[config.mk]
export PLATFORM = sky130hd
export DESIGN_NAME = voq_rd_sched_flat
export DESIGN_NICKNAME = d
export VERILOG_FILES = /design/src/rtl/voq_rd_sched_if.sv /design/src/rtl/voq_rd_sched.sv /design/src/flat_wrapper.sv
export SDC_FILE = /design/constraint.sdc
export NUM_CORES = 1
export LEC_CHECK = 0
export ABC_CLOCK_PERIOD_IN_PS = 1850
export CAP_MARGIN = 25
export CORE_ASPECT_RATIO = 1.5
export CORE_MARGIN = 2
export CORE_UTILIZATION = 49
export CTS_BUF_LIST = sky130_fd_sc_hd__clkbuf_8
export DETAILED_ROUTE_END_ITERATION = 12
export PLACE_DENSITY = 0.84
export SLEW_MARGIN = 0
export SYNTH_ARGS = -nofsm -noshare
export SYNTH_HDL_FRONTEND = slang
export SYNTH_SLANG_ARGS = --single-unit
[constraint.sdc]
create_clock -name clk -period 1.85 [get_ports clk]
set_input_delay 0.185 -clock clk [delete_from_list [all_inputs] [get_ports clk]]
set_output_delay 0.185 -clock clk [all_outputs]
set_load 0.02 [all_outputs]
[src/rtl/voq_rd_sched_if.sv]
// Bundle of VOQ status inputs, read-control outputs and returned-word tags
// shared between the switch core / output logic (master) and the output-side
// read scheduler (slave).
`ifndef PORT_NUB_TOTAL
`define PORT_NUB_TOTAL 4
`endif

interface voq_rd_sched_if #(
    parameter int PORT_NUB  = `PORT_NUB_TOTAL,
    parameter int WIDTH_SEL = $clog2(PORT_NUB)
);
    logic                            sched_en;
    logic [PORT_NUB*PORT_NUB-1:0]    empty;
    logic [PORT_NUB-1:0]             out_ready;
    logic [PORT_NUB*WIDTH_SEL-1:0]   rd_sel;
    logic [PORT_NUB-1:0]             rd_en;
    logic [PORT_NUB-1:0]             data_valid;
    logic [PORT_NUB*WIDTH_SEL-1:0]   data_src;

    // Switch side: supplies queue status and readiness, consumes read controls.
    modport master (
        output sched_en,
        output empty,
        output out_ready,
        input  rd_sel,
        input  rd_en,
        input  data_valid,
        input  data_src
    );

    // Scheduler side.
    modport slave (
        input  sched_en,
        input  empty,
        input  out_ready,
        output rd_sel,
        output rd_en,
        output data_valid,
        output data_src
    );
endinterface

[src/rtl/voq_rd_sched.sv]
// Output-side VOQ read scheduler. One round-robin arbiter per output port
// picks the next non-empty source queue to pop, gated by downstream readiness
// and the global enable. Returned words are tagged with valid/source one cycle
// after the pop strobe, matching the registered VOQ read.
//
// Optional feature macro: VOQ_RD_SCHED_CNT_EN adds cnt_clr and a saturating
// 16-bit per-output grant counter (grant_cnt).
`ifndef PORT_NUB_TOTAL
`define PORT_NUB_TOTAL 4
`endif

module voq_rd_sched #(
    parameter int PORT_NUB  = `PORT_NUB_TOTAL,
    parameter int WIDTH_SEL = $clog2(PORT_NUB)
) (
    input  logic                   clk,
    input  logic                   rst_n,
`ifdef VOQ_RD_SCHED_CNT_EN
    input  logic                   cnt_clr,
    output logic [PORT_NUB*16-1:0] grant_cnt,
`endif
    voq_rd_sched_if.slave          bus
);

    // Per-output arbiter and pipeline state.
    logic [PORT_NUB-1:0][WIDTH_SEL-1:0] ptr_q, ptr_d;
    logic [PORT_NUB-1:0][WIDTH_SEL-1:0] rd_sel_q, rd_sel_d;
    logic [PORT_NUB-1:0]                rd_en_q, rd_en_d;
    logic [PORT_NUB-1:0]                data_valid_q, data_valid_d;
    logic [PORT_NUB-1:0][WIDTH_SEL-1:0] data_src_q, data_src_d;

    // Request vector per output after masking, and the arbiter result
    // {found, index} per output.
    logic [PORT_NUB-1:0][PORT_NUB-1:0]  elig;
    logic [PORT_NUB-1:0][WIDTH_SEL:0]   pick;

    // First set bit of req searched upward from start, wrapping naturally
    // through the WIDTH_SEL-bit index. Scanning from the far end and letting
    // nearer candidates overwrite keeps the loop free of early exits.
    function automatic logic [WIDTH_SEL:0] rr_pick(
        input logic [WIDTH_SEL-1:0] start,
        input logic [PORT_NUB-1:0]  req
    );
        logic [WIDTH_SEL:0]   res;
        logic [WIDTH_SEL-1:0] cand;
        res = '0;
        for (int k = PORT_NUB - 1; k >= 0; k--) begin
            cand = start + WIDTH_SEL'(k);
            if (req[cand]) begin
                res = {1'b1, cand};
            end
        end
        return res;
    endfunction

    // Eligibility: non-empty, downstream ready, enabled, and not the source
    // being popped right now (its empty flag has not caught up yet).
    always_comb begin
        elig = '0;
        for (int i = 0; i < PORT_NUB; i++) begin
            for (int s = 0; s < PORT_NUB; s++) begin
                elig[i][s] = ~bus.empty[i*PORT_NUB + s]
                           & bus.out_ready[i]
                           & bus.sched_en
                           & ~(rd_en_q[i] & (rd_sel_q[i] == WIDTH_SEL'(s)));
            end
        end
    end

    // Round-robin grant per output; pointer moves just past the winner.
    always_comb begin
        pick     = '0;
        rd_en_d  = '0;
        rd_sel_d = rd_sel_q;
        ptr_d    = ptr_q;
        for (int i = 0; i < PORT_NUB; i++) begin
            pick[i] = rr_pick(ptr_q[i], elig[i]);
            if (pick[i][WIDTH_SEL]) begin
                rd_en_d[i]  = 1'b1;
                rd_sel_d[i] = pick[i][WIDTH_SEL-1:0];
                ptr_d[i]    = pick[i][WIDTH_SEL-1:0] + 1'b1;
            end
        end
    end

    // Returned-word tags trail the pop strobe by one cycle.
    always_comb begin
        data_valid_d = rd_en_q;
        data_src_d   = rd_sel_q;
    end

    // Arbiter and pipeline registers; reset discards anything in flight.
    always_ff @(posedge clk or negedge rst_n) begin
        if (!rst_n) begin
            ptr_q        <= '0;
            rd_sel_q     <= '0;
            rd_en_q      <= '0;
            data_valid_q <= '0;
            data_src_q   <= '0;
        end else begin
            ptr_q        <= ptr_d;
            rd_sel_q     <= rd_sel_d;
            rd_en_q      <= rd_en_d;
            data_valid_q <= data_valid_d;
            data_src_q   <= data_src_d;
        end
    end

    assign bus.rd_en      = rd_en_q;
    assign bus.rd_sel     = rd_sel_q;
    assign bus.data_valid = data_valid_q;
    assign bus.data_src   = data_src_q;

`ifdef VOQ_RD_SCHED_CNT_EN
    logic [PORT_NUB-1:0][15:0] cnt_q, cnt_d;

    // Saturating pop counters; clear wins over a same-cycle increment.
    always_comb begin
        cnt_d = cnt_q;
        for (int i = 0; i < PORT_NUB; i++) begin
            if (cnt_clr) begin
                cnt_d[i] = '0;
            end else if (rd_en_q[i] && (cnt_q[i] != 16'hFFFF)) begin
                cnt_d[i] = cnt_q[i] + 16'd1;
            end
        end
    end

    // Counter registers.
    always_ff @(posedge clk or negedge rst_n) begin
        if (!rst_n) begin
            cnt_q <= '0;
        end else begin
            cnt_q <= cnt_d;
        end
    end

    assign grant_cnt = cnt_q;
`endif

endmodule

[src/flat_wrapper.sv]
// flat-port wrapper written by rule: the top's interface ports become plain ports
module voq_rd_sched_flat 
#(
    parameter int PORT_NUB  = `PORT_NUB_TOTAL,
    parameter int WIDTH_SEL = $clog2(PORT_NUB)
)
  (clk, rst_n, bus_sched_en, bus_empty, bus_out_ready, bus_rd_sel, bus_rd_en, bus_data_valid, bus_data_src);
  voq_rd_sched_if #(.PORT_NUB(PORT_NUB), .WIDTH_SEL(WIDTH_SEL)) bus_i ();
  input  logic clk;
  input  logic rst_n;
  input wire logic [$bits(bus_i.sched_en)-1:0] bus_sched_en;
  input wire logic [$bits(bus_i.empty)-1:0] bus_empty;
  input wire logic [$bits(bus_i.out_ready)-1:0] bus_out_ready;
  output wire logic [$bits(bus_i.rd_sel)-1:0] bus_rd_sel;
  output wire logic [$bits(bus_i.rd_en)-1:0] bus_rd_en;
  output wire logic [$bits(bus_i.data_valid)-1:0] bus_data_valid;
  output wire logic [$bits(bus_i.data_src)-1:0] bus_data_src;
  assign bus_i.sched_en = bus_sched_en;
  assign bus_i.empty = bus_empty;
  assign bus_i.out_ready = bus_out_ready;
  assign bus_rd_sel = bus_i.rd_sel;
  assign bus_rd_en = bus_i.rd_en;
  assign bus_data_valid = bus_i.data_valid;
  assign bus_data_src = bus_i.data_src;
  voq_rd_sched #(.PORT_NUB(PORT_NUB), .WIDTH_SEL(WIDTH_SEL)) u_core (.clk(clk), .rst_n(rst_n), .bus(bus_i));
endmodule
After elaboration in Yosys (flattened, before gate mapping)
Index checks and enable logic that the tools add are counted.

Bits in latches: 0. Bits in read-only memories: 0. Input port bits: 23. Register bits: 32. Bits in writable memories: 0. Word-level logic and storage cells: 210. Memories kept: 0. Output and inout bits: 24.

Eq/ne operators: 12. Mux-type cells: 52. Divide/modulo/power cells: 0. Shifts and indexed selects: 0. Bitwise operators: 96. $add $sub $neg: 16. $lt $le $gt $ge: 16. Reduce and logical (&&, ||, !) cells: 4. $mul: 0.

Operators by type and width (count): bitwise AND 1 bit (64); less-than comparator 2 x 3 -> 1 bit (second input constant) (16); 2-to-1 mux 3 bit (16); binary-select mux 1 bit (select 2 bit) (16); inverter 1 bit (32); 2-to-1 mux 1 bit (20); adder 2 x 1 -> 2 bit (second input constant) (8); adder 2 bit (second input constant) (8); == test 2 bit (second input constant) (8); == test 2 x 1 -> 1 bit (second input constant) (4); logical NOT 2 bit (4).

Logic depth before layout (Yosys ltp)
Depth after elaboration: 11. Depth in mapped cells: 7. Depth with buffers taken out: 6.

Worst setup path after synthesis
No wires, ideal clock.

Path kind: reg-to-reg. Start point: register u_core.rd_sel_q (netlist bit u_core.bus.rd_sel[1]). End point: register u_core.ptr_q[1] in the netlist's numbering. Clock period less this slack: 1.739 ns. Buffers on the path: 0. Cell stages (with the launch flop): 6. Data arrival time: 1.659 ns. Data required time: 1.771 ns. Setup time: 0.079 ns. Setup slack: 0.111 ns. Cells stage by stage: dfrtp_1 > inv_1 > a311o_1 > a21bo_1 > a222oi_1 > mux2i_1.

Longest elaborated chain between the ends: 11. Elaborated cells between the ends (all ways): 29. Classes of those cells: add/sub (1); eq/ne (3); mux (12); bitwise (12); reduce/logical (1).

RTL lines: start, declared (line voq_rd_sched.sv:27) `logic [PORT_NUB-1:0][WIDTH_SEL-1:0] rd_sel_q, rd_sel_d;`; start signal, assigned (line voq_rd_sched.sv:102) `rd_sel_q <= rd_sel_d;`; == test 2 x 1 -> 1 bit (tied with other cells) (line voq_rd_sched.sv:65) `& ~(rd_en_q[i] & (rd_sel_q[i] == WIDTH_SEL'(s)));`; bitwise AND 1 bit (line voq_rd_sched.sv:65); inverter 1 bit (line voq_rd_sched.sv:65); bitwise AND 1 bit (line voq_rd_sched.sv:65); binary-select mux 1 bit (select 2 bit) (line voq_rd_sched.sv:49) `if (req[cand]) begin`; 2-to-1 mux 1 bit (not written as such) (line voq_rd_sched.sv:49); 2-to-1 mux 3 bit (3 in series) (line voq_rd_sched.sv:49); 2-to-1 mux 3 bit (*) (line voq_rd_sched.sv:49); adder 2 x 1 -> 2 bit (line voq_rd_sched.sv:81) `ptr_d[i] = pick[i][WIDTH_SEL-1:0] + 1'b1;`; end signal, assigned (line voq_rd_sched.sv:101) `ptr_q <= ptr_d;`; end, declared (line voq_rd_sched.sv:26) `logic [PORT_NUB-1:0][WIDTH_SEL-1:0] ptr_q, ptr_d;`.

Every way passes the cells marked *; elsewhere a longest branch is shown, timed or not. The select of a mux whose other input is x is not followed. A chain may end at the register's enable or synchronous reset.

Worst setup path after layout
Start point: register u_core.rd_sel_q (netlist bit u_core.bus.rd_sel[0]). End point: register u_core.ptr_q[1] in the netlist's numbering.

Same word-level chain as after synthesis.

==> impl_metrics.tcl <==
set metrics [dict create \
    endpoint "u_core.ptr_q[1]$_DFFE_PN0P_" \
    drive_above_1_share_pct 19.8 \
    antenna_left 0 \
    core_area_sq_mm 0.00332 \
    min_period_ns 1.80 \
    r2r_end "u_core.ptr_q[1]$_DFFE_PN0P_" \
    rsz0062_at_grt "yes" \
    grt-ovfl-total 0 \
    cts_root_buf "clkbuf_8" \
    initial_core_util_pct 50.3 \
    io_pins 47 \
    diodes 0 \
    end_kind "register" \
    crit_type "register to register" \
    fin_crit_sh_pct 97.3 \
    grt_pass1_vias 1650 \
    htreeDepth 2 \
    nFillCells 246 \
    maxCapViolCount 0 \
    grt_max_degree 33 \
    critPathRequiredTime_ns 2.06 \
    worst_slew_pin_slew_ns 0.543 \
    antenna_found_initial 0 \
    crit_fanout 8 \
    cts_buffer_depth 2 \
    pwr_density_cell_mw_per_mm2 1230 \
    die_width_um 51.6 \
    insertion_delay_ns 0.28 \
    avgSynthCellArea_sq_um 10.2 \
    dieHeight_um 75.5 \
    drt-initial-drc-count 64 \
    final_cell_area_sq_mm 0.00247 \
    r2r_cells 6 \
    crit_start "u_core.bus.rd_sel[0]$_DFFE_PN0P_" \
    relSlewSlack_pct 63.7 \
    final_cells 279 \
    vias 1701 \
    rows 26 \
    routed_via_density 6.10 \
    drc 0 \
    synth_edf_count 0 \
    synth-seq-cells 32 \
    hold_class "input port to asynchronous set/reset pin" \
    numCtsBuffers 5 \
    irDropWorstVdd_v 0.000886 \
    portBuffers 46 \
    fin_nets 260 \
    max_freq_mhz 555 \
    finalWirelength_um 4830 \
    syn_inst 164 \
    ys_async_sr_fraction_pct 100 \
    clock_skew_ns 0.00652 \
    synthFlopType "dfrtp_1" \
    run_status "finished clean" \
    ys_seq_area_share_pct 48.0 \
    reg2reg_slack_ns 0.05 \
    r2r-start "u_core.bus.rd_sel[0]$_DFFE_PN0P_" \
    finalSetupViolCount 0 \
    synth_nets 187 \
    hold_violations 0 \
    dp_cells 269 \
    dpl.hpwl_um 3620 \
    grt_usage_pct 27.1 \
    place_area_sq_mm 0.00230 \
    wl_per_cell_um 17.3 \
    cp.arrival_ns 2.01 \
    place.gp.congestion 0.898 \
    cellLeakagePower_uw 0.00107 \
    synth_most_common_cell "dfrtp_1" \
    yosysTopAreaCell "dfrtp_1" \
    drv_slew 0 \
    area_delta_synth_final_pct 48.1 \
    cts_tree "yes" \
    yosysUniqueCellTypes 43 \
    finish.utilization_pct 74.4 \
    clkTransAtPathRegs_ns 0.06 \
    cp-start-kind "register" \
    synth_area_leaders "dfrtp_1 (48%), nand2_1 (3.8%), nand3b_1 (2.7%)" \
    fp.dieArea_sq_mm 0.00390 \
    ys_warn_count 0 \
    yosysTopAreaCellShare_pct 48.0 \
    first_pass_iters 4 \
    grt_pass1_wl_um 7740 \
    synth_common_cells "dfrtp_1 (32), nand2_1 (17), inv_1 (10), nor3_1 (7)" \
    cts_sinks 32 \
    hold_slack_ns 0.294 \
    netlist_area_sq_mm 0.00167 \
]
[layer usage]
layer | wire length, um | GRT usage, % | up-vias | share of wire (%)
li1 | - | - | 779 | -
met3 | 226 | 6.47 | 15 | 4.7
met2 | 2730 | 50.4 | 66 | 57
met4 | 141 | 12.9 | 0 | 2.9
met5 | 0 | 0 | - | 0
met1 | 1730 | 28.4 | 841 | 36
[registers in the layout (all words and copies together) (netlist names)]
name	flops
u_core.bus.data_src	8
u_core.bus.rd_en	4
u_core.bus.data_valid	4
u_core.ptr_q	8
u_core.bus.rd_sel	8
[where the power goes]
part	internal [uW]	total, uW	switching, uW
Sequential	957	1230	276
Clock	331	573	242
Combinational	624	1220	596
Total	1910	3030	1110
[kinds of logic (layout without fill, tap and decap cells)]
family / after synthesis / in the layout / synth area share (%)
buffers and inverters: 11 / 84 / 2.93
multiplexers: 2 / 2 / 1.20
AO/OA/AOI/OAI: 45 / 45 / 21.2
AND/OR/NAND/NOR: 74 / 74 / 26.6
flip-flops: 32 / 32 / 48.0
[critical path, stage by stage (launching register included)]
cell and delay (ns):
dfrtp_2 0.46, nor3b_4 0.26, or3b_1 0.18, a21bo_1 0.21
a222oi_1 0.26, buf_4 0.19, mux2i_1 0.16
[stage by stage]
stage,total power (uW),worst slack [ns],setup TNS [ns]
2_1_floorplan,1780,0.111,0
3_3_place_gp,2330,-0.170,-1.41
3_5_place_dp,2390,-0.236,-2.45
4_1_cts,2970,0.0417,0
5_1_grt,3220,-0.0490,-0.111
6_report,3030,0.0491,0
[final cells by class]
class                           count  area, sq um  area share, %
Multi-Input combinational cell    121          848           34.3
Sequential cell                    32          808           32.7
Timing Repair Buffer               67          627           25.4
Clock buffer                        7         96.3           3.90
Tap cell                           42         52.6           2.13
Inverter                           10         37.5           1.52
[how the worst min path moves through the flow]
stage                                        startpoint                            endpoint  depth (start not counted)
after floorplan                                   rst_n    u_core.bus.data_src[0]$_DFF_PN0_                          0
after global placement    u_core.bus.rd_en[2]$_DFF_PN0_  u_core.bus.data_valid[2]$_DFF_PN0_                          0
after detailed placement  u_core.bus.rd_en[2]$_DFF_PN0_  u_core.bus.data_valid[2]$_DFF_PN0_                          0
after CTS                                         rst_n    u_core.bus.rd_sel[7]$_DFFE_PN0P_                          2
after global routing                              rst_n         u_core.ptr_q[6]$_DFFE_PN0P_                          2
final                                             rst_n         u_core.ptr_q[6]$_DFFE_PN0P_                          2
[layout by cell type, fill, tap and decap left out, types with 3 or more instances in the layout]
cell type,netlist,routed
o21ai_0,5,5
nand3b_1,6,6
clkdlybuf4s50_1,0,44
nand2_1,17,16
nand3_1,5,5
nor2_1,6,6
buf_4,0,20
inv_1,10,10
or3_1,5,5
clkbuf_8,0,7
a311oi_1,5,5
nor3_1,7,6
dfrtp_2,0,6
a2111o_1,3,3
dfrtp_1,32,26
o21a_1,4,4
a21oi_1,3,3
a21o_1,3,3
or4_1,3,3
o22ai_1,5,5
and3b_1,4,3
o211ai_1,3,3
[repair_timing]
action                     in CTS  in global routing
gates resized for setup         0                 16
setup endpoints to repair       0                 11
hold buffers                    0                  0
setup buffers                   0                  3
No activity file was read; power rests on OpenSTA's default activity.
